$ cat src/rtl/alu_seq_pkg.sv
// Shared constants for the ALU op sequencer: opcode values, FSM state encoding,
// ALU enable-vector bit positions and flag-source selects.
package alu_seq_pkg;

   // Opcodes carried on req_op; 13..15 are illegal
   localparam logic [3:0] OP_ADC = 4'd0;
   localparam logic [3:0] OP_SBC = 4'd1;
   localparam logic [3:0] OP_AND = 4'd2;
   localparam logic [3:0] OP_EOR = 4'd3;
   localparam logic [3:0] OP_ORA = 4'd4;
   localparam logic [3:0] OP_CMP = 4'd5;
   localparam logic [3:0] OP_BIT = 4'd6;
   localparam logic [3:0] OP_ASL = 4'd7;
   localparam logic [3:0] OP_LSR = 4'd8;
   localparam logic [3:0] OP_ROL = 4'd9;
   localparam logic [3:0] OP_ROR = 4'd10;
   localparam logic [3:0] OP_INC = 4'd11;
   localparam logic [3:0] OP_DEC = 4'd12;

   // FSM state encoding
   localparam logic [1:0] ST_IDLE  = 2'd0;
   localparam logic [1:0] ST_PASS1 = 2'd1;
   localparam logic [1:0] ST_PASS2 = 2'd2;
   localparam logic [1:0] ST_RESP  = 2'd3;

   // ALU enable vector bit positions. SUM..SR are the function selects (one-hot or zero);
   // INV is a B-inversion modifier that only ever accompanies SUM.
   localparam int unsigned EN_SUM = 0;
   localparam int unsigned EN_AND = 1;
   localparam int unsigned EN_EOR = 2;
   localparam int unsigned EN_OR  = 3;
   localparam int unsigned EN_SR  = 4;
   localparam int unsigned EN_INV = 5;
   localparam int unsigned EN_W   = 6;

   // Carry flag source
   localparam logic [1:0] CSEL_PASS = 2'd0;  // keep req_c
   localparam logic [1:0] CSEL_COUT = 2'd1;  // ALU carry out of the final pass
   localparam logic [1:0] CSEL_ROR  = 2'd2;  // carry out captured in pass 1

   // Overflow flag source
   localparam logic [1:0] VSEL_PASS = 2'd0;  // keep req_v
   localparam logic [1:0] VSEL_ADD  = 2'd1;  // signed overflow of A + Bint
   localparam logic [1:0] VSEL_BIT  = 2'd2;  // B[6]

endpackage

$ cat src/rtl/alu_op_decode.sv
// Combinational op decoder for the ALU sequencer.
// Inputs : op, pass1/pass2 (current pass), latched a/b/c, res1 (pass-1 result for ROR).
// Outputs: ALU enable vector, alu_a/alu_b/alu_cin, rsp write-back, two-pass flag,
//          illegal flag, carry/overflow source selects, n_from_b (BIT takes N from B).
// Operands and enables are zero whenever neither pass is active.
module alu_op_decode
   import alu_seq_pkg::*;
#(
   parameter int unsigned W = 8
) (
   input  logic [3:0]      op,
   input  logic            pass1,
   input  logic            pass2,
   input  logic [W-1:0]    a,
   input  logic [W-1:0]    b,
   input  logic            c,
   input  logic [W-1:0]    res1,
   output logic [EN_W-1:0] en,
   output logic [W-1:0]    alu_a,
   output logic [W-1:0]    alu_b,
   output logic            alu_cin,
   output logic            wr,
   output logic            two_pass,
   output logic            err,
   output logic [1:0]      c_sel,
   output logic [1:0]      v_sel,
   output logic            n_from_b
);

   always_comb begin
      en       = '0;
      alu_a    = '0;
      alu_b    = '0;
      alu_cin  = 1'b0;
      wr       = 1'b1;
      two_pass = 1'b0;
      err      = 1'b0;
      c_sel    = CSEL_PASS;
      v_sel    = VSEL_PASS;
      n_from_b = 1'b0;
      case (op)
         OP_ADC, OP_SBC: begin
            c_sel = CSEL_COUT;
            v_sel = VSEL_ADD;
            if (pass1) begin
               en[EN_SUM] = 1'b1;
               en[EN_INV] = (op == OP_SBC);
               alu_a      = a;
               alu_b      = b;
               alu_cin    = c;
            end
         end
         OP_AND, OP_EOR, OP_ORA: begin
            if (pass1) begin
               en[EN_AND] = (op == OP_AND);
               en[EN_EOR] = (op == OP_EOR);
               en[EN_OR]  = (op == OP_ORA);
               alu_a      = a;
               alu_b      = b;
            end
         end
         OP_CMP: begin
            c_sel = CSEL_COUT;
            wr    = 1'b0;
            if (pass1) begin
               en[EN_SUM] = 1'b1;
               en[EN_INV] = 1'b1;
               alu_a      = a;
               alu_b      = b;
               alu_cin    = 1'b1;
            end
         end
         OP_BIT: begin
            wr       = 1'b0;
            v_sel    = VSEL_BIT;
            n_from_b = 1'b1;
            if (pass1) begin
               en[EN_AND] = 1'b1;
               alu_a      = a;
               alu_b      = b;
            end
         end
         OP_ASL, OP_ROL: begin
            c_sel = CSEL_COUT;
            if (pass1) begin
               en[EN_SUM] = 1'b1;
               alu_a      = a;
               alu_b      = a;
               alu_cin    = (op == OP_ROL) ? c : 1'b0;
            end
         end
         OP_LSR: begin
            c_sel = CSEL_COUT;
            if (pass1) begin
               en[EN_SR] = 1'b1;
               alu_a     = a;
            end
         end
         OP_ROR: begin
            c_sel    = CSEL_ROR;
            two_pass = 1'b1;
            if (pass1) begin
               en[EN_SR] = 1'b1;
               alu_a     = a;
            end
         end
         OP_INC, OP_DEC: begin
            if (pass1) begin
               en[EN_SUM] = 1'b1;
               en[EN_INV] = (op == OP_DEC);
               alu_cin    = (op == OP_INC);
               alu_a      = a;
            end
         end
         default: begin
            wr  = 1'b0;
            err = 1'b1;
         end
      endcase
      // ROR second pass: OR the old carry into bit W-1 of the shifted value
      if (pass2) begin
         en         = '0;
         en[EN_OR]  = 1'b1;
         alu_a      = res1;
         alu_b      = {c, {(W-1){1'b0}}};
         alu_cin    = 1'b0;
      end
   end

endmodule

$ cat src/rtl/alu_op_sequencer.sv
// Sequences the shared 8-bit ALU for 6502-style arithmetic/logic/shift ops.
// Ports: clk/rst_n; request handshake req_valid/req_ready with req_op/a/b/c/v;
//        response handshake rsp_valid/rsp_ready with rsp_res/wr/n/z/c/v/err;
//        ALU controls alu_*_en, operands alu_a/alu_b/alu_cin; ALU returns alu_res/alu_cout.
// One request is taken in IDLE, run for one pass (two for ROR), and the registered
// result is held in RESP until rsp_ready.
module alu_op_sequencer
   import alu_seq_pkg::*;
#(
   parameter int unsigned W = 8
) (
   input  logic         clk,
   input  logic         rst_n,
   input  logic         req_valid,
   output logic         req_ready,
   input  logic [3:0]   req_op,
   input  logic [W-1:0] req_a,
   input  logic [W-1:0] req_b,
   input  logic         req_c,
   input  logic         req_v,
   output logic         rsp_valid,
   input  logic         rsp_ready,
   output logic [W-1:0] rsp_res,
   output logic         rsp_wr,
   output logic         rsp_n,
   output logic         rsp_z,
   output logic         rsp_c,
   output logic         rsp_v,
   output logic         rsp_err,
   output logic         alu_sum_en,
   output logic         alu_and_en,
   output logic         alu_eor_en,
   output logic         alu_or_en,
   output logic         alu_sr_en,
   output logic         alu_inv_en,
   output logic [W-1:0] alu_a,
   output logic [W-1:0] alu_b,
   output logic         alu_cin,
   input  logic [W-1:0] alu_res,
   input  logic         alu_cout
);

   logic [1:0]      state_q, state_d;
   logic [3:0]      op_q;
   logic [W-1:0]    a_q, b_q, res1_q;
   logic            c_q, v_q, cout1_q;
   logic [W-1:0]    rsp_res_q;
   logic            rsp_wr_q, rsp_n_q, rsp_z_q, rsp_c_q, rsp_v_q, rsp_err_q;

   logic            pass1, pass2, accept, load_rsp;
   logic [EN_W-1:0] en;
   logic            wr, two_pass, err, n_from_b;
   logic [1:0]      c_sel, v_sel;
   logic [W-1:0]    res_fin;
   logic            n_fin, z_fin, c_fin, v_fin, bint_msb, v_add;

   assign pass1    = (state_q == ST_PASS1);
   assign pass2    = (state_q == ST_PASS2);
   assign accept   = (state_q == ST_IDLE) && req_valid;
   assign load_rsp = (pass1 && !two_pass) || pass2;

   alu_op_decode #(
      .W (W)
   ) u_decode (
      .op       (op_q),
      .pass1    (pass1),
      .pass2    (pass2),
      .a        (a_q),
      .b        (b_q),
      .c        (c_q),
      .res1     (res1_q),
      .en       (en),
      .alu_a    (alu_a),
      .alu_b    (alu_b),
      .alu_cin  (alu_cin),
      .wr       (wr),
      .two_pass (two_pass),
      .err      (err),
      .c_sel    (c_sel),
      .v_sel    (v_sel),
      .n_from_b (n_from_b)
   );

   assign {alu_inv_en, alu_sr_en, alu_or_en, alu_eor_en, alu_and_en, alu_sum_en} = en;

   // Final result/flags, sampled into the response registers on the last pass
   always_comb begin
      res_fin  = err ? a_q : alu_res;
      n_fin    = n_from_b ? b_q[W-1] : res_fin[W-1];
      z_fin    = (res_fin == '0);
      // ALU overflow ignores inversion, so rebuild the effective B sign bit here
      bint_msb = alu_inv_en ? ~alu_b[W-1] : alu_b[W-1];
      v_add    = (alu_a[W-1] ~^ bint_msb) & (alu_a[W-1] ^ res_fin[W-1]);
      case (c_sel)
         CSEL_COUT: c_fin = alu_cout;
         CSEL_ROR:  c_fin = cout1_q;
         default:   c_fin = c_q;
      endcase
      case (v_sel)
         VSEL_ADD: v_fin = v_add;
         VSEL_BIT: v_fin = b_q[W-2];
         default:  v_fin = v_q;
      endcase
   end

   always_comb begin
      state_d = state_q;
      case (state_q)
         ST_IDLE:  if (req_valid) state_d = ST_PASS1;
         ST_PASS1: state_d = two_pass ? ST_PASS2 : ST_RESP;
         ST_PASS2: state_d = ST_RESP;
         ST_RESP:  if (rsp_ready) state_d = ST_IDLE;
         default:  state_d = ST_IDLE;
      endcase
   end

   always_ff @(posedge clk or negedge rst_n) begin
      if (!rst_n) begin
         state_q <= ST_IDLE;
         op_q    <= '0;
         a_q     <= '0;
         b_q     <= '0;
         c_q     <= 1'b0;
         v_q     <= 1'b0;
         res1_q  <= '0;
         cout1_q <= 1'b0;
      end else begin
         state_q <= state_d;
         if (accept) begin
            op_q <= req_op;
            a_q  <= req_a;
            b_q  <= req_b;
            c_q  <= req_c;
            v_q  <= req_v;
         end
         if (pass1 && two_pass) begin
            res1_q  <= alu_res;
            cout1_q <= alu_cout;
         end
      end
   end

   always_ff @(posedge clk or negedge rst_n) begin
      if (!rst_n) begin
         rsp_res_q <= '0;
         rsp_wr_q  <= 1'b0;
         rsp_n_q   <= 1'b0;
         rsp_z_q   <= 1'b0;
         rsp_c_q   <= 1'b0;
         rsp_v_q   <= 1'b0;
         rsp_err_q <= 1'b0;
      end else if (load_rsp) begin
         rsp_res_q <= res_fin;
         rsp_wr_q  <= wr;
         rsp_n_q   <= n_fin;
         rsp_z_q   <= z_fin;
         rsp_c_q   <= c_fin;
         rsp_v_q   <= v_fin;
         rsp_err_q <= err;
      end
   end

   assign req_ready = (state_q == ST_IDLE);
   assign rsp_valid = (state_q == ST_RESP);
   assign rsp_res   = rsp_res_q;
   assign rsp_wr    = rsp_wr_q;
   assign rsp_n     = rsp_n_q;
   assign rsp_z     = rsp_z_q;
   assign rsp_c     = rsp_c_q;
   assign rsp_v     = rsp_v_q;
   assign rsp_err   = rsp_err_q;

endmodule
$ cat config.mk
export PLATFORM = sky130hd
export DESIGN_NAME = alu_op_sequencer
export DESIGN_NICKNAME = d
export VERILOG_FILES = /design/src/rtl/alu_seq_pkg.sv /design/src/rtl/alu_op_decode.sv /design/src/rtl/alu_op_sequencer.sv
export SDC_FILE = /design/constraint.sdc
export NUM_CORES = 1
export LEC_CHECK = 0
export CAP_MARGIN = 5
export CORE_ASPECT_RATIO = 0.8
export CORE_MARGIN = 3
export CORE_UTILIZATION = 48
export DETAILED_ROUTE_END_ITERATION = 8
export PLACE_DENSITY = 0.87
export SETUP_SLACK_MARGIN = 0.02
export SYNTH_ARGS = -nofsm -noshare
export SYNTH_HDL_FRONTEND = slang
export SYNTH_SLANG_ARGS = --single-unit
export TNS_END_PERCENT = 1
$ cat constraint.sdc
create_clock -name clk -period 3 [get_ports clk]
set_clock_uncertainty 0.2 [all_clocks]
set_input_delay 0.3 -clock clk [delete_from_list [all_inputs] [get_ports clk]]
set_output_delay 0.3 -clock clk [all_outputs]
set_load 0.02 [all_outputs]
==> out/summary.txt <==
hold_buf cts: 0
Clock power frac: 9.6%
Post-synth ARST share: 100%
post-route setup TNS: 0 ns
total grt overflow: 0
worst hold path class: in2async
FF+latch area: 1180 um2
number of buffers on the longest clock path: 2
CP Capture Type: output port
Final WS setup: 0.172 ns
Root Driver: clkbuf_8
final hold slack: -0.0151 ns
I/O pin total: 74
DRT antenna net count: 0
static leakage: 1.51 nW
CTS Sinks: 47
proportion of layout cells with a drive suffix above 1: 19.6%
DP HPWL: 4.85 mm
Ys Warns: 0
postcts setup bufs: 0
f_max: 354 MHz
drc violations: 0
RSZ-0062 raised after global routing: no
crit path launch type: flip-flop
first-pass GRT wire length: 11.1 mm
r2r setup slk: 0.42 ns
routed len/inst: 16.8 um
H-Tree Depth: 2
EDFF count, synth: 0
Core Footprint: 5090 um2
die area: 6310 um2
top cells by area, synth: dfrtp_1 45%, mux2_2 14%, a22o_1 5.1%
switching portion of total power: 43.8%
Clock Latency Late Sink: 0.29 ns
violated checks: hold timing
Starting Density: 50.8%
Std-Cell Rows: 23
Yosys top cell by area: dfrtp_1
1st-iter DRT viols: 170
first drt pass iteration count: 4
most frequent cell after synthesis: dfrtp_1
Max-cap violations: 0
initial antenna violation count: 0
synthesized area per cell: 10.1 um2
Die Wd: 88.1 um
total power: 4.03 mW
crit-path max FO: 7
switching power: 1.77 mW
CTS tree: yes
Synth Cell Area: 2590 um2
Seq pwr share: 32.6%
Clock Pin Slew Worst Setup and Hold Paths: 0.08 ns
max-slew violation count: 0
power share of the combinational group: 57.8%
Setup CP Type: reg2out
Area Growth Syn to Fin: 35.6%
pin count of the biggest net entering global routing: 48
critical path data required time: 2.50 ns
vias: 2256
CTS buffer count: 5
area of the multi-input gates: 1330 um2
PD cells: 1150 nW/um2
routability cong.: 0.873
worst vdd ir: 0.528 mV
DRT Wirelength: 6.60 mm
post-synthesis sequential area ratio: 45.5%
Port Buffers: 73
relative slew slack: 30.2%
DR vias/cell: 5.74
vias in the first global route: 2227
Primary FF master, synth: dfrtp_1
ANT cells: 0
FILL cells: 402
most common library cells after synthesis: 47 x dfrtp_1, 33 x mux2_2, 33 x nand2_1
share of the cycle needed by the critical path after routing: 94.3%
outcome: finished with violations
die height: 71.7 um
synthesized instance count: 257
top cell type's share of synthesized area: 45.5%
NumNets Final: 374
Post-Place Worst Slack: 0.206 ns
internal power: 2.26 mW
Placed Area: 3400 um2
Overall Global Routing Usage: 22.3%
arrival time worst endpoint: 2.33 ns
Final Hold Vio Count: 9
Worst-Margin Slew: 1.05 ns
final setup violating endpoints: 0
post-synthesis cell type count: 45
final instance area: 3510 um2
Tmin final: 2.83 ns
Net Count, Synth: 300
Yosys reg bits: 47
-- metal layers --
metal  share of wire, %  up-vias  wire length [um]  GRT usage [%]
met5                  0        -                 0              0
met3                5.0        4               329           3.79
li1                   -     1076                 -              -
met2                 46       78              3020           34.4
met1                 48     1098              3180           32.8
met4                1.0        0                66           5.70
-- final cells by class --
type	count	area share [%]
inverter	8	0.856
multi-input combinational	185	38.0
clock inverter	1	0.143
tap	62	2.21
sequential	47	33.6
clock buffer	6	2.35
timing repair buffer	84	22.9
-- path summary, 6_finish.rpt --
check | end | cells past startpoint | from
worst min-delay path | a_q[7]$_DFFE_PN0P_ | 1 | rst_n
min in group clk | rsp_c$_DFFE_PN0P_ | 2 | rsp_c$_DFFE_PN0P_
max in group asynchronous | op_q[1]$_DFFE_PN0P_ | 1 | rst_n
worst min register to register | rsp_c$_DFFE_PN0P_ | 2 | rsp_c$_DFFE_PN0P_
worst max register to register | rsp_v$_DFFE_PN0P_ | 9 | state_q[0]$_DFFE_PN0P_
worst max-delay path | alu_sr_en | 6 | state_q[0]$_DFFE_PN0P_
-- critical path, cell delays in order, from the launching register on --
cell and delay [ns]:
dfrtp_1 0.43, inv_1 0.09, ha_1 0.21, nand2b_2 0.26, buf_4 0.20, nor4_1 0.18
clkdlybuf4s50_1 0.67
-- power by group through the flow --
stage | clock [mW] | sequential (mW) | combinational (mW)
2_1_floorplan | 0 | 1.25 | 1.47
3_3_place_gp | 0 | 1.29 | 2.26
3_5_place_dp | 0 | 1.31 | 2.31
4_1_cts | 0.390 | 1.30 | 2.31
5_1_grt | 0.417 | 1.37 | 2.56
6_report | 0.387 | 1.31 | 2.33
-- cell usage in the layout (no fill, tap or decap), types with 2 or more instances in the layout --
cell type        count
nand2b_1             5
clkbuf_8             6
dfrtp_2              2
a21oi_1              9
nor2b_1              6
a22o_1              15
nor4_1               5
nor3_1               4
nand2_1             33
a21o_1               2
nor2_1              16
dlygate4sd2_1        7
inv_1                7
dfrtp_1             45
o21ai_0             12
buf_4               11
a31oi_1              9
clkdlybuf4s50_1     64
a22oi_1              2
ha_1                 7
mux2_2              33
-- metrics by stage --
| stage | utilization [%] | std cells |
|---|---|---|
| CTS | 68.6 | 393 |
| floorplan | - | 257 |
| global placement | 66.8 | 386 |
| detailed placement | 66.8 | 386 |
| global route | 68.9 | 393 |
| finish | 68.9 | 393 |
-- what timing repair did --
item,4_1_cts,5_1_grt
resized for setup,11,6
gates cloned,0,0
setup endpoints to repair,15,11
hold endpoints to repair,0,0
-- logic make-up (layout without fill, tap and decap cells) --
kind of cell             after synthesis  count (layout)  synth area share, %
AND/OR/NAND/NOR                       78              78                 13.9
AO/OA/AOI/OAI                         65              65                 18.0
flip-flops                            47              47                 45.5
multiplexers                          34              34                 14.7
buffers and inverters                 25              99                 3.96
adder cells (fa/ha/maj)                8               8                 3.87
-- state kept, by name (all words and copies together) (netlist names) --
name and flops:
cout1_q 1, rsp_c 1, rsp_err 1, rsp_wr 1, res1_q 8, v_q 1, op_q 4, rsp_res 8
rsp_z 1, b_q 8, rsp_v 1, state_q 2, c_q 1, rsp_n 1, a_q 8
Note: power is estimated with default switching activity, not from simulation.
